===== config.mk =====
export PLATFORM = sky130hd
export DESIGN_NAME = approx_err_monitor
export DESIGN_NICKNAME = d
export VERILOG_FILES = /design/src/rtl/approx_err_pkg.sv /design/src/rtl/approx_err_monitor_absdiff.sv /design/src/rtl/approx_err_monitor.sv
export SDC_FILE = /design/constraint.sdc
export NUM_CORES = 1
export LEC_CHECK = 0
export BUFFER_PORTS_ARGS = -buffer_cell sky130_fd_sc_hd__buf_2
export CAP_MARGIN = 20
export CELL_PAD_IN_SITES_DETAIL_PLACEMENT = 0
export CELL_PAD_IN_SITES_GLOBAL_PLACEMENT = 2
export CORE_MARGIN = 2
export CORE_UTILIZATION = 35
export DETAILED_ROUTE_END_ITERATION = 12
export PLACE_DENSITY = 0.85
export REMOVE_ABC_BUFFERS = 1
export SETUP_SLACK_MARGIN = 0.1
export SLEW_MARGIN = 30
export SYNTH_ARGS = -nofsm -noshare
export SYNTH_HDL_FRONTEND = slang
export SYNTH_SLANG_ARGS = --single-unit

===== constraint.sdc =====
create_clock -name clk -period 8 [get_ports clk]
set_clock_uncertainty 0.1 [all_clocks]
set_input_delay 0.4 -clock clk [delete_from_list [all_inputs] [get_ports clk]]
set_output_delay 0.4 -clock clk [all_outputs]
set_load 0.02 [all_outputs]

===== src/rtl/approx_err_pkg.sv =====
// Shared types for the approximate-adder error monitor: FSM state encoding
// and the depth of the datapath behind the input handshake.
package approx_err_pkg;

  typedef enum logic [1:0] {
    IDLE  = 2'd0,
    RUN   = 2'd1,
    DRAIN = 2'd2,
    DONE  = 2'd3
  } state_t;

  // Registers between an accepted sample and its commit into the statistics.
  localparam int PIPE_DEPTH = 2;

endpackage


===== src/rtl/approx_err_monitor_absdiff.sv =====
// Combinational exact-sum and absolute-error unit for one operand pair.
// Kept free of state so formal harnesses can instantiate it directly.
module approx_abs_diff
  import approx_err_pkg::*;
#(
  parameter int WIDTH = 16
) (
  input  logic [WIDTH-1:0] a,
  input  logic [WIDTH-1:0] b,
  input  logic [WIDTH:0]   approx,
  output logic [WIDTH:0]   exact,
  output logic [WIDTH:0]   ae,
  output logic             mism
);

  // Exact sum, then |approx - exact| by compare-and-subtract (no signed math).
  always_comb begin
    exact = {1'b0, a} + {1'b0, b};
    if (approx >= exact) ae = approx - exact;
    else                 ae = exact - approx;
    mism = (ae != '0);
  end

endmodule


===== src/rtl/approx_err_monitor.sv =====
// Error-statistics monitor for approximate ripple-carry adders.
// Accepts (a, b, approx) samples over a programmed window and reports error
// count, max absolute error and saturating sum of absolute errors.
// Optional macro APPROX_ERR_MON_SQ_EN adds a saturating sum of squared errors.
module approx_err_monitor
  import approx_err_pkg::*;
#(
  parameter int WIDTH = 16,
  parameter int CNT_W = 32,
  parameter int ACC_W = 48
) (
  input  logic             clk,
  input  logic             rst,
  input  logic             start,
  input  logic [CNT_W-1:0] win_len,
  input  logic             in_valid,
  output logic             in_ready,
  input  logic [WIDTH-1:0] in_a,
  input  logic [WIDTH-1:0] in_b,
  input  logic [WIDTH:0]   in_approx,
  output logic             busy,
  output logic             done,
  output logic [CNT_W-1:0] samples,
  output logic [CNT_W-1:0] err_cnt,
  output logic [WIDTH:0]   max_ae,
  output logic [ACC_W-1:0] sum_ae
`ifdef APPROX_ERR_MON_SQ_EN
  ,
  output logic [2*(WIDTH+1)+CNT_W-1:0] sum_se
`endif
);

  localparam int AE_W = WIDTH + 1;
  // Adder width that can hold the accumulator plus one sample's error without
  // wrapping, so overflow shows up as nonzero bits above ACC_W.
  localparam int SW   = ((ACC_W > AE_W) ? ACC_W : AE_W) + 1;

  state_t              state_q, state_d;
  logic                clr, accept, done_d;
  logic [CNT_W-1:0]    win_q;
  // [0]: sample captured, [1]: stage-1 error terms valid
  logic [PIPE_DEPTH-1:0] vld_pipe;
  logic [WIDTH-1:0]    cap_a, cap_b;
  logic [AE_W-1:0]     cap_x;
  logic [AE_W-1:0]     d_exact, d_ae;
  logic                d_mism;
  logic [AE_W-1:0]     s1_ae;
  logic                s1_mism;
  logic [SW-1:0]       sum_ext;
  logic                unused_exact;

  assign accept       = in_valid & in_ready;
  assign busy         = (state_q == RUN) || (state_q == DRAIN);
  assign sum_ext      = SW'(sum_ae) + SW'(s1_ae);
  assign unused_exact = ^d_exact;

  approx_abs_diff #(.WIDTH(WIDTH)) u_absdiff (
    .a      (cap_a),
    .b      (cap_b),
    .approx (cap_x),
    .exact  (d_exact),
    .ae     (d_ae),
    .mism   (d_mism)
  );

  // Next-state, accept window and done-pulse request.
  always_comb begin
    state_d  = state_q;
    clr      = 1'b0;
    done_d   = 1'b0;
    in_ready = 1'b0;
    case (state_q)
      IDLE, DONE: begin
        if (start) begin
          clr = 1'b1;
          if (win_len != '0) begin
            state_d = RUN;
          end else begin
            state_d = DONE;
            done_d  = 1'b1;
          end
        end
      end
      RUN: begin
        in_ready = (samples < win_q);
        if (in_valid && in_ready && ((samples + CNT_W'(1)) == win_q))
          state_d = DRAIN;
      end
      DRAIN: begin
        // Once nothing is captured, the last stage-1 entry commits this edge.
        if (!vld_pipe[0]) begin
          state_d = DONE;
          done_d  = 1'b1;
        end
      end
      default: state_d = IDLE;
    endcase
  end

  // FSM state and registered done pulse.
  always_ff @(posedge clk or posedge rst) begin
    if (rst) begin
      state_q <= IDLE;
      done    <= 1'b0;
    end else begin
      state_q <= state_d;
      done    <= done_d;
    end
  end

  // Window length latch and accepted-sample counter.
  always_ff @(posedge clk or posedge rst) begin
    if (rst) begin
      win_q   <= '0;
      samples <= '0;
    end else if (clr) begin
      win_q   <= win_len;
      samples <= '0;
    end else if (accept) begin
      samples <= samples + CNT_W'(1);
    end
  end

  // Sample capture register and valid shift register.
  always_ff @(posedge clk or posedge rst) begin
    if (rst) begin
      vld_pipe <= '0;
      cap_a    <= '0;
      cap_b    <= '0;
      cap_x    <= '0;
    end else begin
      vld_pipe <= {vld_pipe[PIPE_DEPTH-2:0], accept};
      if (accept) begin
        cap_a <= in_a;
        cap_b <= in_b;
        cap_x <= in_approx;
      end
    end
  end

  // Stage 1: register absolute error and mismatch flag.
  always_ff @(posedge clk or posedge rst) begin
    if (rst) begin
      s1_ae   <= '0;
      s1_mism <= 1'b0;
    end else if (vld_pipe[0]) begin
      s1_ae   <= d_ae;
      s1_mism <= d_mism;
    end
  end

  // Stage 2: accumulate statistics; sum_ae pins at all-ones on overflow.
  always_ff @(posedge clk or posedge rst) begin
    if (rst) begin
      err_cnt <= '0;
      max_ae  <= '0;
      sum_ae  <= '0;
    end else if (clr) begin
      err_cnt <= '0;
      max_ae  <= '0;
      sum_ae  <= '0;
    end else if (vld_pipe[1]) begin
      err_cnt <= err_cnt + CNT_W'(s1_mism);
      if (s1_ae > max_ae) max_ae <= s1_ae;
      sum_ae  <= (|sum_ext[SW-1:ACC_W]) ? '1 : sum_ext[ACC_W-1:0];
    end
  end

`ifdef APPROX_ERR_MON_SQ_EN
  localparam int SQ_W = 2 * AE_W;
  localparam int SE_W = SQ_W + CNT_W;
  localparam int SE_X = SE_W + 1;

  logic [SQ_W-1:0] d_sq, s1_sq;
  logic [SE_W:0]   se_ext;

  assign d_sq   = SQ_W'(d_ae) * SQ_W'(d_ae);
  assign se_ext = SE_X'(sum_se) + SE_X'(s1_sq);

  // Squared error rides alongside stage 1 and accumulates in stage 2.
  always_ff @(posedge clk or posedge rst) begin
    if (rst) begin
      s1_sq  <= '0;
      sum_se <= '0;
    end else begin
      if (vld_pipe[0]) s1_sq <= d_sq;
      if (clr)              sum_se <= '0;
      else if (vld_pipe[1]) sum_se <= se_ext[SE_W] ? '1 : se_ext[SE_W-1:0];
    end
  end
`endif

endmodule


* Yosys cells after proc, flatten, opt, wreduce, memory -nomap -nowiden *
Index checks and enable logic that the tools add are counted.

storage, ports and cells
  input port bits = 85
  register bits = 233
  logic and storage cells = 65

operators by class
  equal/unequal tests = 7
  magnitude comparators = 3
  bitwise operators = 1
  reductions and logical operators = 12
  muxes and demuxes = 23
  $add $sub $neg = 6

operator list
  kind                     number
  $mux W48                 3
  $mux W32                 4
  $mux W17                 4
  $add A48 B17 Y49         1
  $sub A17 B17 Y17         2
  $add A32 B1 Y32          1
  $add A32 B1 Y32 const B  1
  $eq A32 B32 Y1           1
  $lt A32 B32 Y1           1
  $reduce_bool A32 Y1      1
  $add A16 B16 Y17         1
  $ge A17 B17 Y1           1
  $gt A17 B17 Y1           1
  $reduce_bool A17 Y1      1
  $mux W2                  4
  $mux W1                  6
  $pmux W2 S3              1
  $reduce_bool A2 Y1       3
  $eq A2 B2 Y1 const B     2
  $ne A2 B2 Y1 const B     2
  $reduce_and A3 Y1        1
  $eq A2 B1 Y1 const B     1
  $logic_and A1 B1 Y1      2
  $logic_not A2 Y1         1
  other kinds (6)          6

* Depth between registers and ports, before layout *
  depth in word-level cells = 5
  mapped depth = 24

* Cells and area by module *
From an unflattened synthesis, not the netlist that was laid out.

unflattened totals
  cell total of the unflattened synthesis = 1,836
  area total of the unflattened synthesis = 15,733.8 um^2

modules (own cells, without submodules)
  module              instances  area an instance (um^2)  cells an instance  sequential area each (um^2)
  approx_err_monitor  1          13,432.9                 1,526              5,830.6
  approx_abs_diff     1          2,301.0                  310                0.0

* Least setup slack after synthesis *
No wires, ideal clock.

  kind = register to register
  from = register cap_a[0]
  to = register s1_mism
  setup time = 0.142 ns
  cell stages (with the launch flop) = 23
  slack = 2.891 ns
  buffers on the path = 2
  arrival time = 4.867 ns
  clock period less this slack = 5.109 ns
  cells stage by stage = dfrtp_1 ha_1 fa_1 a21o_1 a21oi_1 o21bai_1 a21oi_1 o21bai_1 a41o_1 o41ai_1 xnor2_1 ha_1 clkbuf_1 a21o_1 a21oi_1 a21oi_1 a211oi_1 clkbuf_1 mux2i_1 xor2_1 nand4_1 nor4_1 a41oi_1

on the way
  word-level cells in the longest chain between the ends = 4
  elaborated cells on any way between the ends = 6
  classes of those cells = 3 x add/sub; 1 x order compare; 1 x mux; 1 x reduce/logical

ends and longest elaborated chain
  item                                      RTL line                          RTL
  from (decl)                               approx_err_monitor.sv:43          logic [WIDTH-1:0] cap_a, cap_b;
  from (signal assigned)                    approx_err_monitor.sv:134         cap_a <= in_a;
  $add A16 B16 Y17 *                        approx_err_monitor_absdiff.sv:18  exact = {1'b0, a} + {1'b0, b};
  $sub A17 B17 Y17 (tied with other cells)  approx_err_monitor_absdiff.sv:20  else ae = exact - approx;
  $mux W17 *                                approx_err_monitor_absdiff.sv:19  if (approx >= exact) ae = approx - exact;
  $reduce_bool A17 Y1 *                     approx_err_monitor_absdiff.sv:21  mism = (ae != '0);
  to (signal assigned)                      approx_err_monitor.sv:148         s1_mism <= d_mism;
  to (decl)                                 approx_err_monitor.sv:48          logic s1_mism;

Every way passes the cells marked *; elsewhere a longest branch is shown, timed or not.
A chain may end at the register's enable or synchronous reset.

* Final worst setup path *
Same ends and word-level chain as after synthesis.

==> flow_summary.toml <==
[clock_network]
clk_latency_ns = 0.57
clk_pin_slew_ns = 0.06
cts_resized = 0
root_buffer = "clkbuf_16"
cts_sinks = 233
cts_buffers = 31
htreeDepth = 1
cts_tree = "done"
ctsLongestPathBuffers = 3

[sta]
fin_ws_ns = 1.70
maxSlewViolCount = 0
holdWs_ns = 0.116
finalHoldViolCount = 0
fin_setup_tns_ns = 0
post-route-period-util_pct = 78.7
slew_headroom_pct = 45.3
setup_violations = 0
fmax_mhz = 159
tightest_slew_ns = 0.820
post-route-min-period_ns = 6.30
rsz0062_at_grt = "false"

[logic_synthesis]
yosysTopAreaCell = "dfrtp_1"
ys_seq_area_share_pct = 38.7
synthCells = 1723
syn_area_mm2 = 0.0150
yosys-top-cells-count = "nand2_1 (255), dfrtp_1 (233), ha_1 (121)"
ys_warn_count = 0
yosysMostFrequentCell = "nand2_1"
synth.area.top_cells = "dfrtp_1 (39%), ha_1 (10%), nand2_1 (6.4%)"
ys_types = 75
ys_ff_latch = 233
async_reset_ff_share_pct = 100
synth_top_area_share_pct = 38.7
synth_area_per_cell_um2 = 8.73
synthFlopType = "dfrtp_1"
synth_edf_count = 0

[placement]
placed_area_mm2 = 0.0166
dp_hpwl_um = 30800
port_buffers = 216
routabilityCongestion = 0.893
post-place-ws_ns = 1.67
dp_cells = 2414

[routing]
first_pass_iters = 5
viasPerCell = 5.17
drc = 0
wl_um = 43200
routedWlPerCell_um = 16.9
drt_iter0_markers = 764
via_count = 13200
antenna_left = 0

[finish]
nets = 2200
layout-drive-gt1-share_pct = 15.8
stdcell_count = 2550
final_util_pct = 43.9
final_area_mm2 = 0.0186
area_growth_pct = 23.3
diodes = 0

[pwr]
power.switching_mw = 4.18
intPower_mw = 4.75
power_frac_comb_pct = 62.7
p_clk_share_pct = 16.6
sw_frac_of_total_pct = 46.8
power_density_mw_per_mm2 = 481
seq_power_share_pct = 20.7
total_power_mw = 8.93
ir_worst_vdd_mv = 0.256
leakage_nw = 8.98

[global_route]
antenna_found_initial = 0
grt_pass1_wl_um = 69300
grt-ovfl-total = 0
grt_pass1_vias = 12900
grt_max_degree = 93
grt_use_total_pct = 19.2

[die]
die_height_um = 211
io_pins = 217
rows = 75
initial_core_util_pct = 35.6
core_area_mm2 = 0.0422
die_area_mm2 = 0.0447
die_x_um = 211

[run]
max_cap_viol_count = 0

[critical_path]
reg2reg_slack_ns = 1.70
cp_max_fo = 14
end_kind = "flip-flop"
crit_arrival_ns = 6.61
startpoint_type = "flip-flop"
critPathRequiredTime_ns = 8.32
crit_type = "reg -> reg"

[min_path]
hp-class = "in -> reg"

[outcome]
status = "finished clean"
## registers in the layout, summed over array words and instances, names as in the netlist
signal	flops
cap_x	17
err_cnt	32
state_q	2
max_ae	17
cap_a	16
win_q	32
cap_b	16
sum_ae	48
s1_ae	17
done	1
s1_mism	1
samples	32
vld_pipe	2
## placed cells by master, fill, tap and decap left out, types with 5 or more instances in the layout
| cell | instances |
|---|---|
| a211oi_1 | 11 |
| a21o_1 | 36 |
| a21oi_1 | 118 |
| a221oi_1 | 10 |
| a31oi_1 | 20 |
| and2_1 | 7 |
| and3_1 | 22 |
| and4_1 | 12 |
| buf_2 | 216 |
| buf_4 | 11 |
| bufinv_16 | 6 |
| clkbuf_16 | 31 |
| clkinv_2 | 6 |
| dfrtp_1 | 233 |
| dlygate4sd3_1 | 82 |
| ha_1 | 121 |
| inv_1 | 118 |
| mux2i_1 | 33 |
| nand2_1 | 254 |
| nand2b_1 | 5 |
| nand3_1 | 43 |
| nand4_1 | 38 |
| nor2_1 | 103 |
| nor2b_1 | 7 |
| nor3_1 | 40 |
| nor3b_1 | 5 |
| nor4_1 | 19 |
| o21a_1 | 12 |
| o21ai_0 | 117 |
| o21ai_1 | 6 |
| o21bai_1 | 11 |
| o221a_2 | 5 |
| or2_2 | 5 |
| or3_1 | 19 |
| xnor2_1 | 86 |
| xor2_1 | 51 |
## layout make-up
cell class / instances / area [µm²]
timing repair buffer: 313 / 2030
clock buffer: 38 / 842
clock inverter: 16 / 241
fill: 4248 / 23700
tap: 539 / 674
multi-input combinational: 1290 / 8460
sequential: 233 / 5830
inverter: 121 / 475
## power groups by stage
stage / Clock (mW) / Sequential, mW / Combinational [mW]
global route: 1.57 / 1.90 / 6.29
global placement: 0 / 1.85 / 5.49
CTS: 1.53 / 1.85 / 5.62
finish: 1.48 / 1.85 / 5.60
detailed placement: 0 / 1.87 / 5.56
floorplan: 0 / 1.90 / 4.09
## kinds of logic (layout without fill, tap and decap cells)
kind of cell / Yosys count / in the layout / synth area share [%]
fa+ha+maj: 126 / 126 / 10.7
buf+inv: 200 / 488 / 5.21
flops: 233 / 233 / 38.7
compound gates: 387 / 387 / 15.7
simple gates: 604 / 604 / 19.3
xor+xnor: 137 / 137 / 7.97
mux: 36 / 36 / 2.42
## worst paths after layout
check                      cells after the start         end      from
max                                           24     s1_mism  cap_a[0]
min                                            4    win_q[0]     start
max reg2reg                                   24     s1_mism  cap_a[0]
min reg2reg                                    2    cap_b[2]  cap_b[2]
max in group asynchronous                      4   cap_x[14]       rst
min in group asynchronous                      3  sum_ae[44]       rst
## routing by layer
metal  vias up  GRT usage [%]  routed length, µm
met5         -              0                  0
met1      6325           26.7              20300
li1       6547              -                  -
met4         0           4.74                986
met2       256           31.4              20100
met3        55           2.89               1810
## worst max-delay path: stages (launching register included)
cell and delay, ns:
dfrtp_1 0.38, ha_1 0.23, fa_1 0.40, a21o_1 0.19, a21oi_1 0.21, o21bai_1 0.09, a21oi_1 0.25, o21bai_1 0.13
a41o_1 0.27, o41ai_1 0.46, o211a_1 0.30, nor2_1 0.06, a211oi_1 0.25, ha_1 0.33, nand4_1 0.12, nor4_1 0.06
nand2_1 0.07, nand2_1 0.07, a211oi_2 0.50, buf_4 0.36, mux2i_1 0.38, xnor2_1 0.20, nand4_1 0.12, nor4_1 0.42
a41oi_1 0.18
## repair_timing
item	4_1_cts	5_1_grt
hold buffers	82	0
hold endpoints to repair	171	0
buffers inserted	0	0
No activity file was read; power rests on OpenSTA's default activity.
